==> src/rtl/alu_result_fifo_if.sv <==
// Handshake bundle between the alu producer, alu_result_fifo and the downstream consumer.
// The master modport is the producer/consumer side; the slave modport is the FIFO.
interface alu_result_fifo_if #(
  parameter int DEPTH = 4,
  parameter int OP_W  = 3,
  parameter int RES_W = 5
);
  logic                       in_valid;
  logic                       in_ready;
  logic [OP_W-1:0]            in_op;
  logic [RES_W-1:0]           in_result;
  logic                       out_valid;
  logic                       out_ready;
  logic [OP_W-1:0]            out_op;
  logic [RES_W-1:0]           out_result;
  logic                       out_zero;
  logic                       out_carry;
  logic [$clog2(DEPTH):0]     count;
  logic [7:0]                 accepted;

  modport slave (
    input  in_valid, in_op, in_result, out_ready,
    output in_ready, out_valid, out_op, out_result, out_zero, out_carry, count, accepted
  );

  modport master (
    output in_valid, in_op, in_result, out_ready,
    input  in_ready, out_valid, out_op, out_result, out_zero, out_carry, count, accepted
  );
endinterface

==> src/rtl/alu_result_fifo.sv <==
// In-order buffer of {op, result} pairs with zero/carry decode; 1-cycle push-to-output latency.
// in_ready drops only when DEPTH entries are held (no full bypass); outputs read zero when empty.
module alu_result_fifo #(
  parameter int DEPTH = 4,
  parameter int OP_W  = 3,
  parameter int RES_W = 5
) (
  input logic               clk,
  input logic               rst,
  alu_result_fifo_if.slave  bus
);
  localparam int PTR_W = $clog2(DEPTH);
  localparam int CNT_W = PTR_W + 1;

  typedef struct packed {
    logic [OP_W-1:0]  op;
    logic [RES_W-1:0] res;
  } entry_t;

  entry_t           mem_q [DEPTH];
  logic [PTR_W-1:0] wr_ptr_q, wr_ptr_d;
  logic [PTR_W-1:0] rd_ptr_q, rd_ptr_d;
  logic [CNT_W-1:0] count_q, count_d;
  logic [7:0]       accepted_q, accepted_d;
  logic             full, empty, push, pop;
  entry_t           head;

  assign full  = (count_q == CNT_W'(DEPTH));
  assign empty = (count_q == '0);
  assign push  = bus.in_valid && !full;
  assign pop   = bus.out_ready && !empty;

  always_comb begin
    wr_ptr_d   = wr_ptr_q;
    rd_ptr_d   = rd_ptr_q;
    count_d    = count_q;
    accepted_d = accepted_q;
    if (push) begin
      wr_ptr_d   = wr_ptr_q + PTR_W'(1);
      accepted_d = accepted_q + 8'd1;
    end
    if (pop) begin
      rd_ptr_d = rd_ptr_q + PTR_W'(1);
    end
    case ({push, pop})
      2'b10:   count_d = count_q + CNT_W'(1);
      2'b01:   count_d = count_q - CNT_W'(1);
      default: count_d = count_q;
    endcase
  end

  always_ff @(posedge clk) begin
    if (rst) begin
      wr_ptr_q   <= '0;
      rd_ptr_q   <= '0;
      count_q    <= '0;
      accepted_q <= '0;
    end else begin
      wr_ptr_q   <= wr_ptr_d;
      rd_ptr_q   <= rd_ptr_d;
      count_q    <= count_d;
      accepted_q <= accepted_d;
    end
  end

  // Storage needs no reset: head outputs are masked whenever count is zero.
  always_ff @(posedge clk) begin
    if (push && !rst) begin
      mem_q[wr_ptr_q] <= '{op: bus.in_op, res: bus.in_result};
    end
  end

  assign head = mem_q[rd_ptr_q];

  assign bus.in_ready   = !full;
  assign bus.out_valid  = !empty;
  assign bus.count      = count_q;
  assign bus.accepted   = accepted_q;
  assign bus.out_op     = empty ? '0 : head.op;
  assign bus.out_result = empty ? '0 : head.res;
  assign bus.out_zero   = !empty && (head.res[RES_W-2:0] == '0);
  assign bus.out_carry  = !empty && head.res[RES_W-1];
endmodule
==> src/flat_wrapper.sv <==
// flat-port wrapper written by rule: the top's interface ports become plain ports
module alu_result_fifo_flat 
#(
  parameter int DEPTH = 4,
  parameter int OP_W  = 3,
  parameter int RES_W = 5
)
  (clk, rst, bus_in_valid, bus_in_op, bus_in_result, bus_out_ready, bus_in_ready, bus_out_valid, bus_out_op, bus_out_result, bus_out_zero, bus_out_carry, bus_count, bus_accepted);
  alu_result_fifo_if #(.DEPTH(DEPTH), .OP_W(OP_W), .RES_W(RES_W)) bus_i ();
  input logic clk;
  input logic rst;
  input wire logic [$bits(bus_i.in_valid)-1:0] bus_in_valid;
  input wire logic [$bits(bus_i.in_op)-1:0] bus_in_op;
  input wire logic [$bits(bus_i.in_result)-1:0] bus_in_result;
  input wire logic [$bits(bus_i.out_ready)-1:0] bus_out_ready;
  output wire logic [$bits(bus_i.in_ready)-1:0] bus_in_ready;
  output wire logic [$bits(bus_i.out_valid)-1:0] bus_out_valid;
  output wire logic [$bits(bus_i.out_op)-1:0] bus_out_op;
  output wire logic [$bits(bus_i.out_result)-1:0] bus_out_result;
  output wire logic [$bits(bus_i.out_zero)-1:0] bus_out_zero;
  output wire logic [$bits(bus_i.out_carry)-1:0] bus_out_carry;
  output wire logic [$bits(bus_i.count)-1:0] bus_count;
  output wire logic [$bits(bus_i.accepted)-1:0] bus_accepted;
  assign bus_i.in_valid = bus_in_valid;
  assign bus_i.in_op = bus_in_op;
  assign bus_i.in_result = bus_in_result;
  assign bus_i.out_ready = bus_out_ready;
  assign bus_in_ready = bus_i.in_ready;
  assign bus_out_valid = bus_i.out_valid;
  assign bus_out_op = bus_i.out_op;
  assign bus_out_result = bus_i.out_result;
  assign bus_out_zero = bus_i.out_zero;
  assign bus_out_carry = bus_i.out_carry;
  assign bus_count = bus_i.count;
  assign bus_accepted = bus_i.accepted;
  alu_result_fifo #(.DEPTH(DEPTH), .OP_W(OP_W), .RES_W(RES_W)) u_core (.clk(clk), .rst(rst), .bus(bus_i));
endmodule
==> config.mk <==
export PLATFORM = sky130hd
export DESIGN_NAME = alu_result_fifo_flat
export DESIGN_NICKNAME = d
export VERILOG_FILES = /design/src/rtl/alu_result_fifo_if.sv /design/src/rtl/alu_result_fifo.sv /design/src/flat_wrapper.sv
export SDC_FILE = /design/constraint.sdc
export NUM_CORES = 1
export LEC_CHECK = 0
export CAP_MARGIN = 40
export CELL_PAD_IN_SITES_DETAIL_PLACEMENT = 1
export CELL_PAD_IN_SITES_GLOBAL_PLACEMENT = 2
export CORE_ASPECT_RATIO = 0.75
export CORE_MARGIN = 1.5
export CORE_UTILIZATION = 39
export DETAILED_ROUTE_END_ITERATION = 12
export PLACE_DENSITY_LB_ADDON = 0.3
export SYNTH_ARGS = -nofsm -noshare
export SYNTH_HDL_FRONTEND = slang
export SYNTH_SLANG_ARGS = --single-unit
==> constraint.sdc <==
create_clock -name clk -period 3.95 [get_ports clk]
set_clock_uncertainty 0.2 [all_clocks]
set_input_delay 0.79 -clock clk [delete_from_list [all_inputs] [get_ports clk]]
set_output_delay 0.79 -clock clk [all_outputs]
set_load 0.01 [all_outputs]
Word-level counts from Yosys, hierarchy flattened --
Memories as Yosys holds them, arrays and structs flattened. A register that Yosys moved wholly into a read port is not among the register bits. Index checks and enable logic that the tools add are counted.
Cells by class: add/sub/neg operators 5, $mul 0, div/mod/pow operators 0, $lt $le $gt $ge 0, equality and inequality tests 3, shift-type cells 0, mux-type cells 7, bitwise operators 0, reductions and logical operators 11
Operators by type and width (count):
- 8-bit by 1-bit adder with 8-bit output (second input constant) | 1
- 3-bit one-hot mux with 2 select lines | 1
- 1-bit logical AND | 5
- 5-bit two-way mux | 1
- 2-bit by 1-bit adder with 2-bit output (second input constant) | 2
- 4-bit zero test | 1
- 2-bit two-way mux | 2
- 3-bit by 1-bit adder with 3-bit output (second input constant) | 1
- 3-bit equality test (second input constant) | 1
- 1-bit zero test | 3
- 3-bit zero test | 1
- 3-bit two-way mux | 1
- 3-bit by 1-bit subtractor with 3-bit output (second input constant) | 1
- 2-bit by 1-bit equality test with 1-bit output (second input constant) | 1
- 2-bit equality test (second input constant) | 1
- 1-bit two-way mux | 2
- 2-bit nonzero test | 1
Word-level totals: flip-flop bits (word level) 15, bits in latches 0, RAM bits 32, ROM bits 0, logic and storage cells 31, memories 1
Memories:
- u_core.mem_q | depth 4, bits a word 8, read ports 1, clocked after Yosys merged registers in 1, write ports 1, line alu_result_fifo.sv:20 | entry_t mem_q [DEPTH];

Depth between registers and ports, before layout --
Gate-level depths: netlist of run 1.
depth in word-level cells 6, depth in mapped cells 9

Worst setup path after synthesis of run 1 --
OpenSTA, ideal clock, no wires.
path kind reg-to-output, start register (tool-made name), end output port bus_out_zero, arrival time 1.620 ns, path slack 1.340 ns, stages on the path, launching flop included 5, buffers on the path 1, cell sequence dfxtp_1 buf_6 mux4_2 or4_1 nor2_1
RTL lines:
- to (decl) | line flat_wrapper.sv:20 | output wire logic [$bits(bus_i.out_zero)-1:0] bus_out_zero;

==> results.md, run 1 <==
- The data required time at the worst endpoint is between 2 and 3 ns.
- In this design, the stage delay of the slowest critical-path cell is 0.64 ns.
- The relative max-transition margin is 0.473.
- Clock-pin slew was measured on the worst setup and hold paths at approximately 0.090 ns.
- The die covers 5810 um2.
- The average wire per cell in the routed design is between 15 and 20 um.
- The largest net degree at the start of global routing is 22.
- The number of global-route vias before repair is between 1k and 1.5k.
- The post-synthesis register bit count is a little under 50.
- The global placement routability congestion is a little under 0.7.
- After synthesis, the share of flip-flops with an asynchronous set or reset is 0.
- The start-to-end type of the worst setup path is flop to primary output.
- Relative to the synthesized area, the layout overhead comes to 26.2%.
- In this run the deepest clock path goes through 2 buffers.
- The pin slew with the least headroom to its limit is just under 0.8 ns.
- In the final layout, flip-flops and latches occupy around 1300 um2.
- The worst ir drop on vdd is around 0.0002 V.
- The flow ran to the end, and the final reports show no timing, DRC or antenna violations.
- The total overflow reported by the global router is 0.
- The number of antenna diodes in the final layout is 0.
- Post-CTS repair changed the size of 0 cells.
- Summed over all layers, the routed wires come to ~4300 um.
- The main flop type after synthesis is sky130_fd_sc_hd__edfxtp_1.
- Summed over all cells, the static leakage comes to roughly 0.00089 uW.
- In the final layout, the multi-input gates occupy ~710 um2.
- The kind of cell adding the most delay to the critical path is simple AND/OR/NAND/NOR gates.
- The layout has 517 filler cells.
- Across all layers, the routed design uses 1318 vias.
- The detailed router's first-iteration violation count is 52.
- The final layout contains roughly 210 nets.
- The cell count after placement is between 200 and 300.
- The number of nets with antenna violations after routing is 0.
- In the final layout, the share of cells above drive strength 1 is 0.0942.
- Data arrives at the worst endpoint at approximately 2.8 ns.
- The number of distinct library cell variants in the gate-level netlist after synthesis is 28.
- After synthesis the cells add up to ~2100 um2.
- For the final routed database, the setup TNS stands at 0 ns.
- The number of antenna violations at the first check in global routing is 0.
- The worst-path cell with the longest stage delay is sky130_fd_sc_hd__dfxtp_1.
- The share of the clock period used by the worst path after layout is 0.949.
- The starting utilization of the core area is 0.415.
- The shortest clock period the worst path allows after layout is between 3 and 4 ns.
- In this run the worst path has a maximum fanout of 8.
- The kind of capture point of the worst setup path is a primary output.
- Setup repair after global routing left no endpoint under its margin.
- The I/O pin total is 35.
- The final number of hold-violating endpoints is 0.
- For this run, the number of standard cells in the final layout without fillers is 263.
- The count of input and output buffers is 34.
- The synthesized netlist net count is approximately 170.
- The later pin in the worst-skew pair is clocked with a latency of 0.31 ns.
- The number of hold buffers added after CTS was 0.
- The number of cell instances on the worst register-to-register path is 10.
- The floorplan die width is 87.5 um.
- The CTS sink count is 49.
- The power density over cell area is between 500 and 600 nW/um2.
- The placeable core region is just over 5000 um2.
- After layout, the design draws a total of ~1500 uW.
- The H-tree was split into 2 levels.
- The number of placement rows is 22.
- In this run the vertical extent of the chip is ~66 um.
- The path class of the lowest-slack min-delay path is flop to flop.
- The wire-length estimate of the detail-placed layout is 3020 um.
- The first global-routing pass estimated approximately 6900 um of wire.
- The number of post-CTS setup repair buffers is 0.
- The number of cells traversed by the worst hold path is 2.
- For this run, the total global-route usage over all layers was measured as 0.165.
- The first detailed-routing pass took 4 iterations.
- Traced cell by cell, the critical path runs through mux4_2 -> or4_1 -> nor2_1 -> clkdlybuf4s50_1.
- For this run, the register share of the synthesized area comes to 0.622.
- TritonCTS built the clock tree.
- Setup violations remaining at the end of the flow were counted as 0.
- Counting flops with a built-in enable in the synthesized netlist gives 32.
- The fmax is 0.267 GHz.
- The number of buffers and inverters on the critical path is 1.
- The critical path runs through a total of 4 cells.
- Averaged over all synthesized cells, the footprint is 13.9 um2.
- After detailed routing, the number of remaining DRC violations is 0.
- The sort of element at the start of the critical path is a flop.
- After technology mapping, the gate count stands at 150.
- The max-slew violation count is 0.
- The via density per instance is around 5.0.
- The clock tree root driver cell is sky130_fd_sc_hd__clkbuf_8.
- The yosys synthesis warning count is 0.
- In this run, CTS created clock tree buffers numbering 5.
- Across the run, the number of max-cap violations was 0.
- At the end of the flow the core is filled with cells to 0.524.
path summary, 6_finish.rpt:
check                          from                     end  slack [ns]
min reg2reg  u_core.bus.accepted[6]  u_core.bus.accepted[6]        0.31
max reg2reg     u_core.bus.count[2]     u_core.bus.count[2]        1.23
min          u_core.bus.accepted[6]  u_core.bus.accepted[6]        0.31
max                            flop            bus_out_zero        0.20
Yosys cell counts (all sizes together) (2+ instances only):
cell type / number / area, um2
ha: 6 / 75.1
or3: 2 / 12.5
o31ai: 6 / 45.0
nand3: 7 / 35.0
mux4: 8 / 199
nor2b: 9 / 56.3
inv: 10 / 37.5
dfxtp: 17 / 340
nor3b: 5 / 42.5
xor2: 4 / 35.0
nand2: 2 / 7.51
o21ai: 5 / 25.0
edfxtp: 32 / 961
or4: 6 / 45.0
buf: 3 / 22.5
nor2: 8 / 30.0
clkbuf: 4 / 15.0
a21oi: 11 / 55.1
logic make-up (layout without fill, tap and decap cells):
| family | Yosys count | after routing | synth area share |
|---|---|---|---|
| AO/OA/AOI/OAI | 23 | 23 | 0.0640 |
| XOR/XNOR | 4 | 4 | 0.0168 |
| adder cells (fa/ha/maj) | 7 | 7 | 0.0455 |
| buffers and inverters | 17 | 58 | 0.0359 |
| flip-flops | 49 | 49 | 0.622 |
| multiplexers | 9 | 9 | 0.101 |
| AND/OR/NAND/NOR | 41 | 41 | 0.115 |
final cells by class:
cell class,instances,share of cell area
sequential,49,0.493
multi-input combinational,84,0.271
timing repair buffer,40,0.145
tap,72,0.0341
clock buffer,5,0.0261
clock inverter,3,0.0166
inverter,10,0.0142
sequential cells by signal, summed over array words and instances (netlist names), named ones only:
register             flops
u_core.bus.count         3
u_core.rd_ptr_q          2
u_core.mem_q            32
u_core.bus.accepted      8
u_core.wr_ptr_q          2
report_power, final:
part / switching, uW / internal (uW)
logic: 231 / 280
clock network: 170 / 190
registers: 62.5 / 593
total: 463 / 1060
placed cells by master (no fill, tap or decap), drive strengths merged, types with 2 or more instances in the layout:
| master | instances |
|---|---|
| inv | 11 |
| o31ai | 6 |
| o21ai | 5 |
| a21oi | 11 |
| nor2 | 8 |
| mux4 | 8 |
| edfxtp | 32 |
| nor2b | 9 |
| nor3b | 5 |
| clkbuf | 5 |
| buf | 6 |
| nand2 | 2 |
| or3 | 2 |
| ha | 6 |
| clkdlybuf4s50 | 34 |
| nand3 | 7 |
| dfxtp | 17 |
| or4 | 6 |
| xor2 | 4 |
stage by stage:
| step | hold WS [ns] | area [um2] | setup slack (ns) |
|---|---|---|---|
| global placement | 0.273 | 2520 | 0.624 |
| detailed placement | 0.304 | 2530 | 0.526 |
| global route | 0.352 | 2640 | 0.118 |
| finish | 0.306 | 2640 | 0.203 |
| CTS | 0.313 | 2640 | 0.172 |
| floorplan | 0.285 | 2090 | 1.34 |
worst register-to-register path, stage by stage, from the launching register on:
cell                      delay (ns)
sky130_fd_sc_hd__dfxtp_1        0.43
sky130_fd_sc_hd__nor3b_2        0.21
sky130_fd_sc_hd__buf_4          0.23
sky130_fd_sc_hd__inv_1          0.13
sky130_fd_sc_hd__nand2_1        0.20
sky130_fd_sc_hd__ha_1           0.22
sky130_fd_sc_hd__inv_1          0.06
sky130_fd_sc_hd__fa_1           0.37
sky130_fd_sc_hd__xor2_1         0.15
sky130_fd_sc_hd__or3_1          0.31
sky130_fd_sc_hd__a21oi_1        0.14
per-layer routing:
metal  up-vias  track usage  routed length (um)
met5         -            0                   0
met4         0       0.0774                  70
met3         7       0.0375                 123
met2        21        0.266                2060
met1       647        0.212                2040
li1        643            -                   -
(Power assumes the default switching activity.)
==> run 2, diff against run 1 <==
--- a/config.mk
+++ b/config.mk
@@ -12,6 +12,7 @@
 export CORE_MARGIN = 1.5
 export CORE_UTILIZATION = 39
 export DETAILED_ROUTE_END_ITERATION = 12
+export HOLD_SLACK_MARGIN = 0.05
 export PLACE_DENSITY_LB_ADDON = 0.3
 export SYNTH_ARGS = -nofsm -noshare
 export SYNTH_HDL_FRONTEND = slang
==> results of run 2 <==
Final layout, timing and power as in run 1 (identical DEF).
==> run 3, diff against run 2 <==
--- a/config.mk
+++ b/config.mk
@@ -5,12 +5,13 @@
 export SDC_FILE = /design/constraint.sdc
 export NUM_CORES = 1
 export LEC_CHECK = 0
+export ABC_AREA = 1
 export CAP_MARGIN = 40
 export CELL_PAD_IN_SITES_DETAIL_PLACEMENT = 1
 export CELL_PAD_IN_SITES_GLOBAL_PLACEMENT = 2
 export CORE_ASPECT_RATIO = 0.75
 export CORE_MARGIN = 1.5
-export CORE_UTILIZATION = 39
+export CORE_UTILIZATION = 36
 export DETAILED_ROUTE_END_ITERATION = 12
 export HOLD_SLACK_MARGIN = 0.05
 export PLACE_DENSITY_LB_ADDON = 0.3
==> results.md, run 3 <==
- The number of nets with antenna violations after routing is 0 (unchanged).
- Setup repair after global routing missed its margin: false (unchanged).
- The first-pass iteration count of the detailed router is 2 (was 4).
- The floorplan die area came to 6630 um2 (was 5810 um2).
- The DRC violations left was 0 (unchanged).
- The relative max-transition margin is 0.461 (was 0.473).
- The largest net degree at the start of global routing was 18 (was 22).
- The cell with the most instances after synthesis is sky130_fd_sc_hd__nand2_1 (was sky130_fd_sc_hd__edfxtp_1).
- The via density per instance is 4.61 (was 5.01).
- The share of the synthesized area in compound gates (AO/OA/AOI/OAI) is 0.0894 (was 0.0640).
- The number of placement rows came to 24 (was 22).
- The kind of capture point of the worst setup path is a primary output (unchanged).
- The number of nets in the layout is 278 (was 209).
- The global-route wire length before repair came to 7580 um (was 6910 um).
- The total routing usage reported by global routing is 0.155 (was 0.165).
- The average wire per cell in the routed design is 13.2 um (was 16.3 um).
- The share of synthesized area spent on multiplexers is 0 (was 0.101).
- The arrival time of the worst setup path came to 2.28 ns (was 2.76 ns).
- The CTS buffer count is 5 (unchanged).
- The fraction of met3 tracks used by global routing is 0.0355 (was 0.0375).
- The CTS tree is built (unchanged).
- The cell area after synthesis came to 2210 um2 (was 2090 um2).
- The number of flip-flops under the largest register name is 32 (unchanged).
- The die extent in y is 70.9 um (was 66.4 um).
- The path class of the lowest-slack min-delay path was flop to flop (unchanged).
- The synthesized netlist net count is 243 (was 169).
- The post-synthesis register bit count is 49 (unchanged).
- The count of instances resized after the clock tree is built was 0 (unchanged).
- The main flop type after synthesis is sky130_fd_sc_hd__edfxtp_1 (unchanged).
- The detailed router's first-iteration violation count is 31 (was 52).
- The cell taking the most area after synthesis is sky130_fd_sc_hd__edfxtp_1 (unchanged).
- The leakage power figure is 0.00102 uW (was 0.000894 uW).
- The number of instances in the synthesized netlist is 224 (was 150).
- The starting utilization of the core area came to 0.378 (was 0.415).
- The XOR/XNOR share of the synthesized area is 0.00792 (was 0.0168).
- The number of antenna diodes is 0 (unchanged).
- Outcome: finished, final reports clean (unchanged).
- The end point of the most critical hold path is u_core.bus.accepted[4] (was u_core.bus.accepted[6]).
- The setup slack of the most critical reg-to-reg path came to 1.80 ns (was 1.23 ns).
- The count of input and output buffers is 34 (unchanged).
- The fill cell total of the finished layout is 680 (was 517).
- The data required time at the worst endpoint is 2.96 ns (about the same).
- The share of the clock period used by the worst path after layout is 0.828 (was 0.949).
- The area overhead of the layout relative to synthesis came to 22.1% (was 26.2%).
- Most frequent cells after synthesis: 41 x sky130_fd_sc_hd__nand2_1, 40 x sky130_fd_sc_hd__nor2_1, 32 x sky130_fd_sc_hd__edfxtp_1, 21 x sky130_fd_sc_hd__inv_1, 17 x sky130_fd_sc_hd__dfxtp_1 (was 32 x sky130_fd_sc_hd__edfxtp_1, 17 x sky130_fd_sc_hd__dfxtp_1, 11 x sky130_fd_sc_hd__a21oi_1, 10 x sky130_fd_sc_hd__inv_1, 9 x sky130_fd_sc_hd__nor2b_1).
- The clock latency on the worst-skew pair was 0.31 ns (about the same).
- The hold path startpoint is u_core.bus.accepted[4] (was u_core.bus.accepted[6]).
- The power density over cell area is 581 nW/um2 (was 578 nW/um2).
- The final number of hold-violating endpoints is 0 (unchanged).
- The final number of setup-violating endpoints came to 0 (unchanged).
- The number of antenna violations at the first check in global routing is 0 (unchanged).
- The mean post-synth cell area is 9.87 um2 (was 13.9 um2).
- The share of post-route cells with drive strength above 1 came to 0.104 (was 0.0942).
- The post-route worst hold slack is 0.257 ns (was 0.306 ns).
- The clock-pin slew of the registers on the worst-case setup and hold paths is 0.09 ns (about the same).
- The total overflow reported by the global router is 0 (unchanged).
- The met2 usage is 0.234 (was 0.266).
- The total vias in the final route is 1557 (was 1318).
- The floorplan die width is 93.5 um (was 87.5 um).
- The number of global-route vias before repair is 1560 (was 1401).
- The number of cell instances on the worst register-to-register path is 4 (was 10).
- The cts-stage hold buffer count was 0 (unchanged).
- The total wire length after detailed routing came to 4460 um (was 4290 um).
- The level count of the clock H-tree is 2 (unchanged).
- The part of the Yosys area used for sequential elements is 0.589 (was 0.622).
- The sort of element at the start of the critical path is a flop (unchanged).
- The CTS sink count was 49 (unchanged).
- The I/O pin total is 35 (unchanged).
- The maximum number of buffers from clock root to sink is 2 (unchanged).
- The endpoint of the worst-slack reg-to-reg timing path is u_core.mem_q[2][7] (was u_core.bus.count[2]).
- The shortest clock period the worst path allows after layout is 3.27 ns (was 3.75 ns).
- The share of synthesized cell area in and, or, nand and nor gates is 0.199 (was 0.115).
- The max-slew violation count is 0 (unchanged).
- The number of distinct library cell variants in the gate-level netlist after synthesis is 25 (was 28).
- The number of flops mapped to enable cells by yosys is 32 (unchanged).
- The register with the most flip-flops was u_core.mem_q (unchanged).
- The start-to-end type of the worst setup path is flop to primary output (unchanged).
- The maximum fanout along the worst path is 17 (was 8).
- The fmax came to 0.306 GHz (was 0.267 GHz).
- Top post-synthesis cells by area: sky130_fd_sc_hd__edfxtp_1 43%, sky130_fd_sc_hd__dfxtp_1 15%, sky130_fd_sc_hd__nand2_1 7.0%, sky130_fd_sc_hd__nor2_1 6.8%, sky130_fd_sc_hd__inv_1 3.6% (was sky130_fd_sc_hd__edfxtp_1 46%, sky130_fd_sc_hd__dfxtp_1 16%, sky130_fd_sc_hd__mux4_1 6.3%, sky130_fd_sc_hd__ha_1 3.6%, sky130_fd_sc_hd__mux4_2 3.2%).
- The number of cells traversed by the worst hold path is 2 (unchanged).
- The overall power after layout came to 1570 uW (was 1530 uW).
- The final cell utilization of the core is 0.461 (was 0.524).
- The number of violations of the max-capacitance limit is 0 (unchanged).
- The yosys synthesis warning count was 0 (unchanged).
- The number of post-CTS setup repair buffers is 0 (unchanged).
- The launching point of the worst reg2reg path is u_core.bus.count[1] (was u_core.bus.count[2]).
- The dominant combinational cell family by area after synthesis is simple AND/OR/NAND/NOR gates (unchanged).
- The half-perimeter wire length of the detailed placement result is 3230 um (was 3020 um).
- The pin slew with the least headroom to its limit is 0.805 ns (was 0.788 ns).
- The placeable core region is 5860 um2 (was 5040 um2).
- The area share of fa/ha/maj cells after synthesis is 0.0430 (was 0.0455).
- The clock tree root driver cell is sky130_fd_sc_hd__clkbuf_8 (unchanged).
- The accumulated negative setup slack came to 0 ns (unchanged).
- Most used cells in the layout excluding fill and tap cells: 41 x sky130_fd_sc_hd__nand2_1, 40 x sky130_fd_sc_hd__nor2_1, 34 x sky130_fd_sc_hd__clkdlybuf4s50_1 (was 34 x sky130_fd_sc_hd__clkdlybuf4s50_1, 32 x sky130_fd_sc_hd__edfxtp_1, 17 x sky130_fd_sc_hd__dfxtp_1).
- The busiest metal layer after global routing was met2 (unchanged).
- The met1 demand-to-capacity share in global routing came to 0.214 (was 0.212).
- The share of synthesized flip-flops with an asynchronous set or reset was 0 (unchanged).
- The worst ir drop on vdd came to 0.000195 V (was 0.000200 V).
- The area share of the largest cell type after synthesis came to 0.435 (was 0.460).
- The most common cell after layout, fill and taps aside is sky130_fd_sc_hd__nand2_1 (was sky130_fd_sc_hd__clkdlybuf4s50_1).
- The global placement routability congestion was 0.723 (was 0.695).
## run 3: changes by cell type after synthesis, sizes merged, moves of 7 or more
cell   change
nand2     +45
nor2      +34
inv       +14
o21ai     +11
nor2b      -9
mux4       -8
nand3      +7
## run 3: final cells by class
type | count | area [um2] | share of cell area
Clock buffer | 6 | 72.6 | 0.0269
Clock inverter | 2 | 38.8 | 0.0144
Inverter | 24 | 92.6 | 0.0343
Multi-Input combinational cell | 144 | 749 | 0.278
Sequential cell | 49 | 1300 | 0.482
Tap cell | 78 | 97.6 | 0.0361
Timing Repair Buffer | 35 | 348 | 0.129
## run 3: where the power goes
group	switching, uW	leakage (uW)	internal, uW
logic	303	0.000534	256
clock network	164	0.0000554	190
registers	59.9	0.000430	594
## run 3: worst max-delay path by stage
stage	to	slack, ns	cells after the start
2_1_floorplan	bus_out_result[4]	1.72	5
3_3_place_gp	u_core.mem_q[2][2]	0.89	5
3_5_place_dp	u_core.mem_q[2][2]	0.88	5
4_1_cts	bus_out_zero	0.67	7
5_1_grt	bus_out_zero	0.46	7
6_report	bus_out_zero	0.68	7
## run 3: layer usage
| metal | routed length (um) | part of all wire |
|---|---|---|
| met1 | 2250 | 0.51 |
| met2 | 2010 | 0.45 |
| met3 | 115 | 0.026 |
| met4 | 86 | 0.019 |
| met5 | 0 | 0 |
## run 3: per-stage QoR
stage	cell area, um2	setup slack [ns]	std cells
floorplan	2210	1.72	224
global placement	2590	0.892	330
detailed placement	2590	0.880	330
CTS	2700	0.666	338
global route	2700	0.456	338
finish	2700	0.681	338
## run 3: cells by family after synthesis
| family | count (synthesis) |
|---|---|
| simple gates | 103 |
| buf+inv | 31 |
| xor+xnor | 2 |
| compound gates | 32 |
| fa+ha+maj | 7 |
| flops | 49 |
## run 3: worst max-delay path, cell delays in order (launching register included)
cell and delay (ns):
sky130_fd_sc_hd__dfxtp_1 0.76, sky130_fd_sc_hd__inv_4 0.20, sky130_fd_sc_hd__nand2_1 0.12, sky130_fd_sc_hd__nand3_1 0.08, sky130_fd_sc_hd__nand2_1 0.11, sky130_fd_sc_hd__nand2_1 0.07, sky130_fd_sc_hd__nor2_1 0.10, sky130_fd_sc_hd__clkdlybuf4s50_1 0.53
